==> config.mk <==
export PLATFORM = sky130hd
export DESIGN_NAME = regfile_ctrl
export DESIGN_NICKNAME = d
export VERILOG_FILES = /design/src/rtl/regfile_ctrl_pkg.sv /design/src/rtl/vDFFE.sv /design/src/rtl/regfile_ctrl.sv
export SDC_FILE = /design/constraint.sdc
export NUM_CORES = 1
export LEC_CHECK = 0
export ABC_AREA = 1
export BUFFER_PORTS_ARGS = -buffer_cell sky130_fd_sc_hd__buf_2
export CAP_MARGIN = 5
export CORE_MARGIN = 3
export CORE_UTILIZATION = 49
export CTS_CLUSTER_DIAMETER = 60
export DETAILED_ROUTE_END_ITERATION = 6
export PLACE_DENSITY = 0.74
export REMOVE_ABC_BUFFERS = 1
export SLEW_MARGIN = 15
export SYNTH_ARGS = -nofsm -noshare
export SYNTH_HDL_FRONTEND = slang
export SYNTH_SLANG_ARGS = --single-unit
==> constraint.sdc <==
create_clock -name clk -period 1.4 [get_ports clk]
set_input_delay 0.07 -clock clk [delete_from_list [all_inputs] [get_ports clk]]
set_output_delay 0.07 -clock clk [all_outputs]
set_load 0.02 [all_outputs]
==> src/rtl/regfile_ctrl_pkg.sv <==
// Shared definitions for the register-file controller.
// Latency: n/a (types, constants and pure decode functions only).
// Backpressure: n/a.
//
// Contents: FSM state enum, opcode/op encodings, vsel encodings,
// the latched instruction field struct, and decode helpers used in IDLE.
package regfile_ctrl_pkg;

  typedef enum logic [2:0] {
    IDLE   = 3'd0,
    GET_A  = 3'd1,
    GET_B  = 3'd2,
    EXEC   = 3'd3,
    WR_IMM = 3'd4,
    WR_REG = 3'd5
  } state_t;

  // Instruction classes
  localparam logic [2:0] OPC_MOV = 3'b110;
  localparam logic [2:0] OPC_ALU = 3'b101;

  // MOV-class sub-operations
  localparam logic [1:0] OP_MOVI = 2'b10;
  localparam logic [1:0] OP_MOV  = 2'b00;

  // ALU-class sub-operations
  localparam logic [1:0] OP_ADD = 2'b00;
  localparam logic [1:0] OP_CMP = 2'b01;
  localparam logic [1:0] OP_AND = 2'b10;
  localparam logic [1:0] OP_MVN = 2'b11;

  // Register file data_in source
  localparam logic VSEL_IMM = 1'b1;
  localparam logic VSEL_C   = 1'b0;

  // Fields captured when an instruction is accepted (14 bits)
  typedef struct packed {
    logic [2:0] opcode;
    logic [1:0] op;
    logic [2:0] rn;
    logic [2:0] rd;
    logic [2:0] rm;
  } fields_t;

  // MOV accepts only MOVI and MOV; every ALU sub-op is legal.
  function automatic logic is_legal(input logic [2:0] opcode, input logic [1:0] op);
    return (opcode == OPC_ALU) ||
           ((opcode == OPC_MOV) && ((op == OP_MOVI) || (op == OP_MOV)));
  endfunction

  // First busy state for a legal instruction.
  // MOV and MVN skip GET_A because their A operand is forced to zero.
  function automatic state_t entry_state(input logic [2:0] opcode, input logic [1:0] op);
    state_t s;
    if (opcode == OPC_MOV) begin
      s = (op == OP_MOVI) ? WR_IMM : GET_B;
    end else begin
      case (op)
        OP_ADD, OP_CMP, OP_AND: s = GET_A;
        OP_MVN:                 s = GET_B;
        default:                s = GET_A;
      endcase
    end
    return s;
  endfunction

endpackage

==> src/rtl/vDFFE.sv <==
// Enable flop: holds its value unless en is high at a rising clk edge.
// Latency: 1 cycle from d to q when enabled.
// Backpressure: none; en alone gates capture.
//
// Ports: clk, reset (async active-high, clears q), en, d[n-1:0], q[n-1:0].
module vDFFE #(
  parameter int n = 14
) (
  input  logic         clk,
  input  logic         reset,
  input  logic         en,
  input  logic [n-1:0] d,
  output logic [n-1:0] q
);

  always_ff @(posedge clk or posedge reset) begin
    if (reset) begin
      q <= '0;
    end else if (en) begin
      q <= d;
    end
  end

endmodule

==> src/rtl/regfile_ctrl.sv <==
// Moore FSM sequencing register-file reads/writes for MOV and ALU instructions.
// Latency: busy cycles after start edge -- MOVI 1, MOV/MVN/CMP 3, ADD/AND 4.
// Backpressure: w=1 only in IDLE; start is ignored while w=0.
//
// Ports:
//   clk, reset           clock and async active-high reset
//   start                accept the presented instruction (IDLE only)
//   opcode, op, rn/rd/rm instruction fields, captured on accept
//   readnum, writenum    register file read/write addresses (0 when unused)
//   write                register file write enable
//   loada/loadb/loadc/loads  datapath register enables
//   asel                 force ALU A operand to zero
//   vsel                 data_in source: 1 = imm, 0 = C
//   w                    ready (IDLE)
//   err                  one-cycle pulse after an illegal start
module regfile_ctrl
  import regfile_ctrl_pkg::*;
(
  input  logic       clk,
  input  logic       reset,
  input  logic       start,
  input  logic [2:0] opcode,
  input  logic [1:0] op,
  input  logic [2:0] rn,
  input  logic [2:0] rd,
  input  logic [2:0] rm,
  output logic [2:0] readnum,
  output logic [2:0] writenum,
  output logic       write,
  output logic       loada,
  output logic       loadb,
  output logic       loadc,
  output logic       loads,
  output logic       asel,
  output logic       vsel,
  output logic       w,
  output logic       err
);

  state_t  state;
  state_t  state_nxt;
  fields_t fields_in;
  fields_t fields_q;
  logic    accept;
  logic    is_cmp;
  logic    zero_a;

  assign accept    = (state == IDLE) && start;
  assign fields_in = '{opcode: opcode, op: op, rn: rn, rd: rd, rm: rm};

  // Fields are captured on every IDLE start, legal or not; an illegal start
  // never leaves IDLE, so the stale capture is never observed.
  vDFFE #(.n($bits(fields_t))) u_fields (
    .clk   (clk),
    .reset (reset),
    .en    (accept),
    .d     (fields_in),
    .q     (fields_q)
  );

  // Decode of the in-flight instruction; opcode is checked too because
  // MOV and ADD share op=00.
  assign is_cmp = (fields_q.opcode == OPC_ALU) && (fields_q.op == OP_CMP);
  assign zero_a = ((fields_q.opcode == OPC_MOV) && (fields_q.op == OP_MOV)) ||
                  ((fields_q.opcode == OPC_ALU) && (fields_q.op == OP_MVN));

  always_ff @(posedge clk or posedge reset) begin
    if (reset) begin
      state <= IDLE;
    end else begin
      state <= state_nxt;
    end
  end

  // err is registered so it is a clean one-cycle pulse and stays low in reset.
  always_ff @(posedge clk or posedge reset) begin
    if (reset) begin
      err <= 1'b0;
    end else begin
      err <= accept && !is_legal(opcode, op);
    end
  end

  always_comb begin
    state_nxt = state;
    readnum   = 3'b000;
    writenum  = 3'b000;
    write     = 1'b0;
    loada     = 1'b0;
    loadb     = 1'b0;
    loadc     = 1'b0;
    loads     = 1'b0;
    asel      = 1'b0;
    vsel      = VSEL_C;
    w         = 1'b0;

    case (state)
      IDLE: begin
        w = 1'b1;
        // Decode the live inputs: the field latch captures on this same edge.
        if (start && is_legal(opcode, op)) begin
          state_nxt = entry_state(opcode, op);
        end
      end
      GET_A: begin
        readnum   = fields_q.rn;
        loada     = 1'b1;
        state_nxt = GET_B;
      end
      GET_B: begin
        readnum   = fields_q.rm;
        loadb     = 1'b1;
        state_nxt = EXEC;
      end
      EXEC: begin
        asel = zero_a;
        if (is_cmp) begin
          // Compare only updates status; nothing is written back.
          loads     = 1'b1;
          state_nxt = IDLE;
        end else begin
          loadc     = 1'b1;
          state_nxt = WR_REG;
        end
      end
      WR_IMM: begin
        writenum  = fields_q.rn;
        vsel      = VSEL_IMM;
        write     = 1'b1;
        state_nxt = IDLE;
      end
      WR_REG: begin
        writenum  = fields_q.rd;
        vsel      = VSEL_C;
        write     = 1'b1;
        state_nxt = IDLE;
      end
      default: begin
        state_nxt = IDLE;
      end
    endcase
  end

endmodule

==> results of run 1 <==
## layer usage
metal	GRT usage (%)	share of wire [%]
met1	24.8	44
met2	35.9	50
met3	3.56	4.7
met4	5.38	0.84
met5	0	0
## state kept, by name, indices dropped and copies added, names as in the netlist
signal	cells
err	1
state	3
u_fields.q	14
## cells in the final DEF, fill, tap and decap left out, drive strengths merged
cell type | netlist | layout
nand3b | 1 | 1
nor2 | 14 | 14
nand4 | 1 | 1
o22ai | 4 | 4
buf | 2 | 46
a21boi | 1 | 1
dlygate4sd3 | 0 | 3
nand3 | 13 | 13
dfrtp | 18 | 18
inv | 23 | 23
nand2 | 28 | 28
clkbuf | 0 | 4
o21ai | 7 | 7
a21oi | 9 | 9
nor3 | 2 | 2
## logic make-up (layout without fill, tap and decap cells)
family | after synthesis | after routing
compound gates | 21 | 21
buf+inv | 25 | 76
flops | 18 | 18
simple gates | 59 | 59
## stage by stage
stage	std cells	hold slack, ps	setup TNS (ps)
6_report	199	2.77	-394
5_1_grt	199	3.29	-1420
4_1_cts	192	4.00	-71.6
3_5_place_dp	179	108	0
3_3_place_gp	179	97.4	0
2_1_floorplan	121	8.57	-1230
## worst paths after layout
kind | startpoint | to | slack [ps] | depth (start not counted)
max | state[0] | readnum[0] | -100 | 4
min | rm[0] | u_fields.q[0] | 3 | 3
max reg2reg | state[1] | state[2] | -20 | 7
min reg2reg | u_fields.q[1] | u_fields.q[1] | 500 | 2
max in group asynchronous | reset | state[2] | 850 | 4
min in group asynchronous | reset | u_fields.q[8] | 330 | 4
## critical path, delay by kind of cell (launching register included)
family                 cells  cell delay (ps)
flip-flops                 1              510
buffers and inverters      2              340
AO/OA/AOI/OAI              1              170
AND/OR/NAND/NOR            1              100
## layout make-up
| class | instances | area share [%] |
|---|---|---|
| multi-input cells | 80 | 36.8 |
| clock buffers | 4 | 2.39 |
| inverters | 23 | 5.69 |
| well taps | 25 | 2.06 |
| flip-flops and latches | 18 | 29.9 |
| repair buffers | 49 | 23.2 |
## what timing repair did
item	in CTS	in global routing
resized for setup	20	38
hold endpoints to repair	19	1
hold buffers	2	1
pin swaps	2	7
setup endpoints to repair	11	17
setup buffers	7	6
## report_power, final
| group | leakage (uW) | switching, uW | internal (uW) |
|---|---|---|---|
| combinational | 0.000582 | 985 | 715 |
| clock | 0.0000210 | 177 | 159 |
| sequential | 0.000210 | 180 | 752 |
==> flow_summary.yaml, run 1 <==
run_status:
  outcome: "finished, violations left"
  violations: "setup timing"
floorplanning:
  die-width_um: 50.8
  initial_core_util_pct: 54.6
  die_h_um: 50.8
  io_pins: 32
  design.die.area_mm2: 0.00258
  std_cell_rows: 15
  coreArea_mm2: 0.00180
sta:
  rsz0062_at_grt: "true"
  relSlewSlack_pct: 84.0
  setup_violations: 10
  fmax_mhz: 665
  final_hold_viol_count: 0
  timing.final.ws_setup_ps: -105
  clock-skew-final_ps: 9.22
  finalCriticalPeriod_ps: 1500
  worst_pin_slew_ps: 240
  final.period_utilization_pct: 107
  drv_slew: 0
global_routing:
  grt_max_degree: 27
  antenna_found_initial: 0
  track_usage_pct: 20.1
  overflow: 0
  first_global_vias: 966
  grt_pass1_wl_um: 3950
yosys:
  synthMuxAreaShare_pct: 0
  yosys_warnings: 0
  synth_area_leaders: "dfrtp_1, nand2_1, inv_1"
  synthAdderAreaFrac_pct: 0
  synth_compound_area_share_pct: 15.6
  ys_seq_area_share_pct: 45.8
  syn_inst: 123
  synth_edf_count: 0
  ys_types: 18
  synth_seq_cells: 18
  synth-simple-area-share_pct: 27.5
  synth_xor_area_share_pct: 0
  syn_area_um2: 983
  synth_flop_cell: "dfrtp_1"
  yosysMostFrequentCell: "nand2_1"
  synth_top_area_share_pct: 45.8
  synth_top_family_by_area: "simple AND/OR/NAND/NOR gates"
  async_reset_ff_share_pct: 100
  synth_top_cell_by_area: "dfrtp_1"
  synthTopCellsByCount: "nand2_1, inv_1, dfrtp_1"
  syn_area_per_cell_um2: 8.00
setup_path:
  worstPathArrival_ps: 1430
  cp_cell_sequence: "buf_4, nand3_4, o21ai_1, buf_4"
  crit_fanout: 6
  cp-end-kind: "output pin"
  cpPeakStageDelay_ps: 510
  crit_slowest_cell: "dfrtp_2"
  start_kind: "register"
  path_common_cell: "buf_4"
  path_class: "register to output pin"
  crit_required_ps: 1330
clock_network:
  cts_root_buffer: "clkbuf_4"
  cts_max_level: 1
  cts.sinks: 18
  clockBufferDepth: 2
  cts_tree: "built"
  clock_latency_ps: 300
  clk_pin_slew_ps: 120
  cts_buffers: 3
placed_design:
  place.gp.congestion: 0.779
  dp_hpwl_um: 1640
  io_buffers: 31
  place_area_mm2: 0.00116
  dp_slack_ps: 82.8
final_layout:
  nets: 192
  syn_to_final_growth_pct: 54.3
  seqCellArea_um2: 454
  multiInputGateArea_um2: 558
  nFillCells: 105
  final_util_pct: 84.2
  drive_gt1_share_pct: 53.4
  fin_area_mm2: 0.00152
  antenna_cells: 0
detailed_routing:
  viasPerCell: 5.28
  drtIter0Drc: 32
  dr.pass1.iters: 4
  wl_per_cell_um: 14.9
  routed_wl_um: 2970
  num_vias: 1050
  drc: 0
  final_antenna_net_count: 0
power:
  p_leak_uw: 0.000813
  p_total_uw: 2970
  irDropWorstVdd_mv: 1.42
  powerDensity_mw_per_mm2: 1950
worst_hold_path:
  hold_path.class: "input pin to register"
run:
  cap_viol_max_count: 0
Power figures use the tool's default switching activity.
==> run 2: changes to the inputs <==
Settings changed: BUFFER_PORTS_ARGS -buffer_cell sky130_fd_sc_hd__buf_2 to -buffer_cell sky130_fd_sc_hd__clkbuf_2.
==> flow_summary.yaml, run 2 (synthesized netlist as in run 1, its figures left out) <==
run_status:
  outcome: "finished, violations left"
  violations: "hold timing, setup timing"
setup_path:
  cp-end-kind: "register"
  worstPathArrival_ps: 1790
  r2r_start: "state[0]"
  start_kind: "register"
  worst_r2r_path_depth: 8
  timing.rr.end: "state[2]"
  path_class: "register to register"
  startpoint: "state[0]"
  crit_required_ps: 1650
  r2r_setup_slack_ps: -140
  crit_fanout: 7
sta:
  drv_slew: 0
  final.period_utilization_pct: 110
  fin_setup_tns_ps: -1640
  timing.final.ws_setup_ps: -137
  finalCriticalPeriod_ps: 1540
  hold_slack_ps: -22.5
  setup_violations: 25
  final_hold_viol_count: 3
  fmax_mhz: 651
  clock-skew-final_ps: 3.04
  worst_pin_slew_ps: 323
  relSlewSlack_pct: 78.5
  rsz0062_at_grt: "true"
detailed_routing:
  dr.pass1.iters: 4
  drtIter0Drc: 60
  wl_per_cell_um: 19.6
  routed_wl_um: 3950
  drc: 0
  viasPerCell: 5.87
  num_vias: 1186
  final_antenna_net_count: 0
final_layout:
  finalNonFillerCells: 202
  syn_to_final_growth_pct: 61.7
  reg_top3: "u_fields.q (14), state (3), err (1)"
  multiInputGateArea_um2: 581
  final_util_pct: 88.3
  mostFrequentLayoutCell: "nand2_1"
  antenna_cells: 0
  final_cell_mix: "nand2_1, buf_4, clkbuf_2"
  nets: 195
  drive_gt1_share_pct: 56.5
  nFillCells: 89
  seqCellArea_um2: 454
  largest_reg_flops: 14
  regMostFlops: "u_fields.q"
global_routing:
  grt_pass1_wl_um: 4270
  track_usage_pct: 22.3
  overflow: 0
  grt_max_degree: 27
  antenna_found_initial: 0
  first_global_vias: 1009
power:
  powerDensity_mw_per_mm2: 2060
  p_total_uw: 3270
  p_leak_uw: 0.000836
  irDropWorstVdd_mv: 1.27
placed_design:
  place.gp.congestion: 0.796
  io_buffers: 31
  dp_hpwl_um: 1590
  dp_cells: 179
worst_hold_path:
  holdPathStages: 3
  holdPathEnd: "u_fields.q[1]"
  hold_path.class: "input pin to register"
  worstHoldStart: "rm[1]"
clock_network:
  cts.sinks: 18
  cts_max_level: 1
  cts_tree: "built"
  clock_latency_ps: 310
  cts_buffers: 3
  clockBufferDepth: 2
  clk_pin_slew_ps: 120
  cts_root_buffer: "clkbuf_4"
floorplanning:
  design.die.area_mm2: 0.00258
  die_h_um: 50.8
  coreArea_mm2: 0.00180
  std_cell_rows: 15
  die-width_um: 50.8
  initial_core_util_pct: 54.6
  io_pins: 32
run:
  cap_viol_max_count: 0
[run 2: changes by cell type in the layout (fill, tap and decap cells not counted), moves of 2 or more]
cell / delta
inv_4: +2
buf_2: -20
inv_1: -2
clkbuf_8: +2
clkbuf_2: +18
[run 2: layer usage]
| metal | global-route usage [%] | wire length [um] |
|---|---|---|
| met4 | 9.87 | 232 |
| met2 | 38.7 | 1940 |
| met3 | 4.15 | 380 |
| met5 | 0 | 0 |
| met1 | 26.6 | 1400 |
[run 2: through the flow]
step / instance area [um2] / setup WS, ps
finish: 1590 / -137
global route: 1590 / -206
CTS: 1420 / -43.9
detailed placement: 1160 / 76.3
global placement: 1160 / 138
floorplan: 961 / -112
[run 2: where the power goes]
| group | leakage, uW | switching (uW) | internal (uW) |
|---|---|---|---|
| clock network | 0.0000210 | 193 | 159 |
| logic | 0.000605 | 1130 | 826 |
| registers | 0.000210 | 212 | 752 |
| total | 0.000836 | 1540 | 1740 |
[run 2: area by class of cell]
class                      instances  area share [%]
multi-input combinational         81            36.5
sequential                        18            28.6
timing repair buffer              51            24.9
inverter                          23            5.74
clock buffer                       4            2.28
tap                               25            1.97
[run 2: worst max path at each step]
stage                                 to  cells past startpoint
after floorplan           u_fields.q[10]                      4
after global placement    u_fields.q[10]                      4
after detailed placement   u_fields.q[4]                      4
after CTS                    writenum[1]                      4
after global routing                asel                      6
final                           state[2]                      8
[run 2: timing repair]
item                                    in CTS  in global routing
pin swaps                                    5                  3
setup buffers                               11                  4
endpoints found under the setup margin      13                 19
resized for setup                           34                 47
hold endpoints to repair                    18                  2
hold buffers                                 1                  2
cloned                                       0                  1
[run 2: critical path: stages (launching register included)]
cell and delay, ps:
dfrtp_2 510, buf_4 170, nor3_4 180, buf_6 140
buf_6 110, nand2_1 70, o21ai_1 170, nand2_1 60
inv_1 60
==> run 3: changes to the inputs <==
Settings changed: ABC_AREA 1 to default.
==> flow_summary.yaml, run 3 <==
clock_network:
  clockBufferDepth: 2
  cts_buffers: 3
  cts_root_buffer: "clkbuf_4"
  cts.sinks: 18
  clk_pin_slew_ps: 100
  cts_tree: "built"
  clock_latency_ps: 290
  cts_max_level: 1
global_routing:
  track_usage_pct: 22.4
  use_met3_pct: 3.86
  grt_max_degree: 19
  first_global_vias: 927
  busiest_layer: "met2"
  met1_usage_pct: 31.0
  grt_pass1_wl_um: 4400
  antenna_found_initial: 0
  overflow: 0
  use_met2_pct: 36.3
floorplanning:
  std_cell_rows: 15
  die_h_um: 50.6
  design.die.area_mm2: 0.00256
  coreArea_mm2: 0.00180
  initial_core_util_pct: 54.0
  die-width_um: 50.6
  io_pins: 32
yosys:
  yosysMostFrequentCell: "dfrtp_1"
  synthTopCellsByCount: "dfrtp_1, mux2_4, inv_1, mux2_2"
  synth_top_cell_by_area: "dfrtp_1"
  synth_seq_cells: 18
  synth_top_area_share_pct: 46.3
  ys_types: 29
  ys_seq_area_share_pct: 46.3
  synth_edf_count: 0
  synth_area_leaders: "dfrtp_1, mux2_4, mux2_2"
  syn_area_per_cell_um2: 12.5
  syn_area_um2: 973
  async_reset_ff_share_pct: 100
  syn_inst: 78
  synth_flop_cell: "dfrtp_1"
  yosys_warnings: 0
final_layout:
  regMostFlops: "u_fields.q"
  fin_area_mm2: 0.00153
  final_util_pct: 85.1
  mostFrequentLayoutCell: "dfrtp_1"
  reg_top3: "u_fields.q (14), state (3), err (1)"
  syn_to_final_growth_pct: 57.6
  drive_gt1_share_pct: 56.9
  largest_reg_flops: 14
  nets: 155
  antenna_cells: 0
  finalNonFillerCells: 162
  final_cell_mix: "dfrtp_1, clkbuf_2, buf_4"
detailed_routing:
  dr.pass1.iters: 4
  final_antenna_net_count: 0
  drc: 0
  wl_per_cell_um: 16.4
  viasPerCell: 5.53
  num_vias: 896
  routed_wl_um: 2650
  drtIter0Drc: 26
placed_design:
  dp_cells: 140
  io_buffers: 31
  place.gp.congestion: 0.777
  dp_hpwl_um: 1670
  place_area_mm2: 0.00119
sta:
  clock-skew-final_ps: 3.13
  finalCriticalPeriod_ps: 1610
  fmax_mhz: 621
  final_hold_viol_count: 0
  rsz0062_at_grt: "true"
  worst_pin_slew_ps: 676
  setup_violations: 28
  hold_slack_ps: 11.8
  drv_slew: 0
  relSlewSlack_pct: 54.9
  timing.final.ws_setup_ps: -211
  final.period_utilization_pct: 115
run_status:
  violations: "setup timing"
  outcome: "finished, violations left"
worst_hold_path:
  hold_path.class: "input pin to register"
setup_path:
  crit_fanout: 2
  crit_required_ps: 1610
  worstPathArrival_ps: 1830
  cp-end-kind: "register"
  path_class: "register to register"
  start_kind: "register"
power:
  powerDensity_mw_per_mm2: 2380
  p_leak_uw: 0.000759
  irDropWorstVdd_mv: 1.34
run:
  cap_viol_max_count: 0
run 3: cell types whose count changed after synthesis, moves of 3 or more:
cell	change
a22o_1	+3
mux2_4	+8
mux2i_1	+3
mux2_2	+5
o22ai_1	-4
nand2_1	-27
o21ai_2	-3
nand3_1	-12
a211oi_1	+3
nor2_1	-8
a21oi_2	-8
inv_1	-18
nor3b_1	+4
run 3: metal layers:
layer,vias to the layer above,wire length (um)
met3,7,130
met2,41,1300
met1,445,1170
li1,403,-
met4,0,45
met5,-,0
run 3: final timing paths:
check	startpoint	endpoint	slack [ps]	cells past startpoint
setup / recovery	state[2]	state[2]	-210	6
hold / removal	rd[2]	u_fields.q[5]	10	2
setup reg to reg	state[2]	state[2]	-210	6
hold reg to reg	u_fields.q[5]	u_fields.q[5]	530	1
max in group asynchronous	reset	state[0]	580	3
min in group asynchronous	reset	u_fields.q[0]	390	3
run 3: cell type report:
type | instances | area, um2
repair buffers | 58 | 485
fillers | 92 | 268
multi-input cells | 52 | 512
flip-flops and latches | 18 | 450
clock buffers | 4 | 36.3
well taps | 25 | 31.3
inverters | 5 | 18.8
run 3: metrics by stage:
step	power [uW]	setup TNS (ps)	worst slack, ps
2_1_floorplan	2000	-9160	-573
3_3_place_gp	2530	0	31.1
3_5_place_dp	2570	-2.47	-2.47
4_1_cts	3430	-2260	-214
5_1_grt	3850	-5920	-297
6_report	3650	-3710	-211
run 3: critical path, stage by stage (launching register included):
cell and delay (ps):
dfrtp_1 410, buf_4 140, buf_4 130, nor3_4 140, buf_6 130, or4b_1 440, a22oi_1 150
run 3: repair_timing:
item	CTS	global route
setup buffers	9	3
endpoints found under the setup margin	19	29
hold endpoints to repair	21	2
resized for setup	37	8
pin swaps	7	3
hold buffers	4	2
run 3: cells by family (layout without fill, tap and decap cells):
kind of cell    after synthesis  count (layout)  share of synthesized area (%)
simple gates                 20              20                           14.9
buf+inv                       8              67                           5.66
flops                        18              18                           46.3
compound gates               16              16                           12.0
mux                          16              16                           21.2
run 3: report_power, final:
| group | internal [uW] | total (uW) | switching (uW) | leakage, uW |
|---|---|---|---|---|
| registers | 780 | 999 | 219 | 0.000216 |
| clock network | 158 | 316 | 157 | 0.0000210 |
| logic | 1380 | 2340 | 958 | 0.000523 |
| total | 2320 | 3650 | 1330 | 0.000759 |
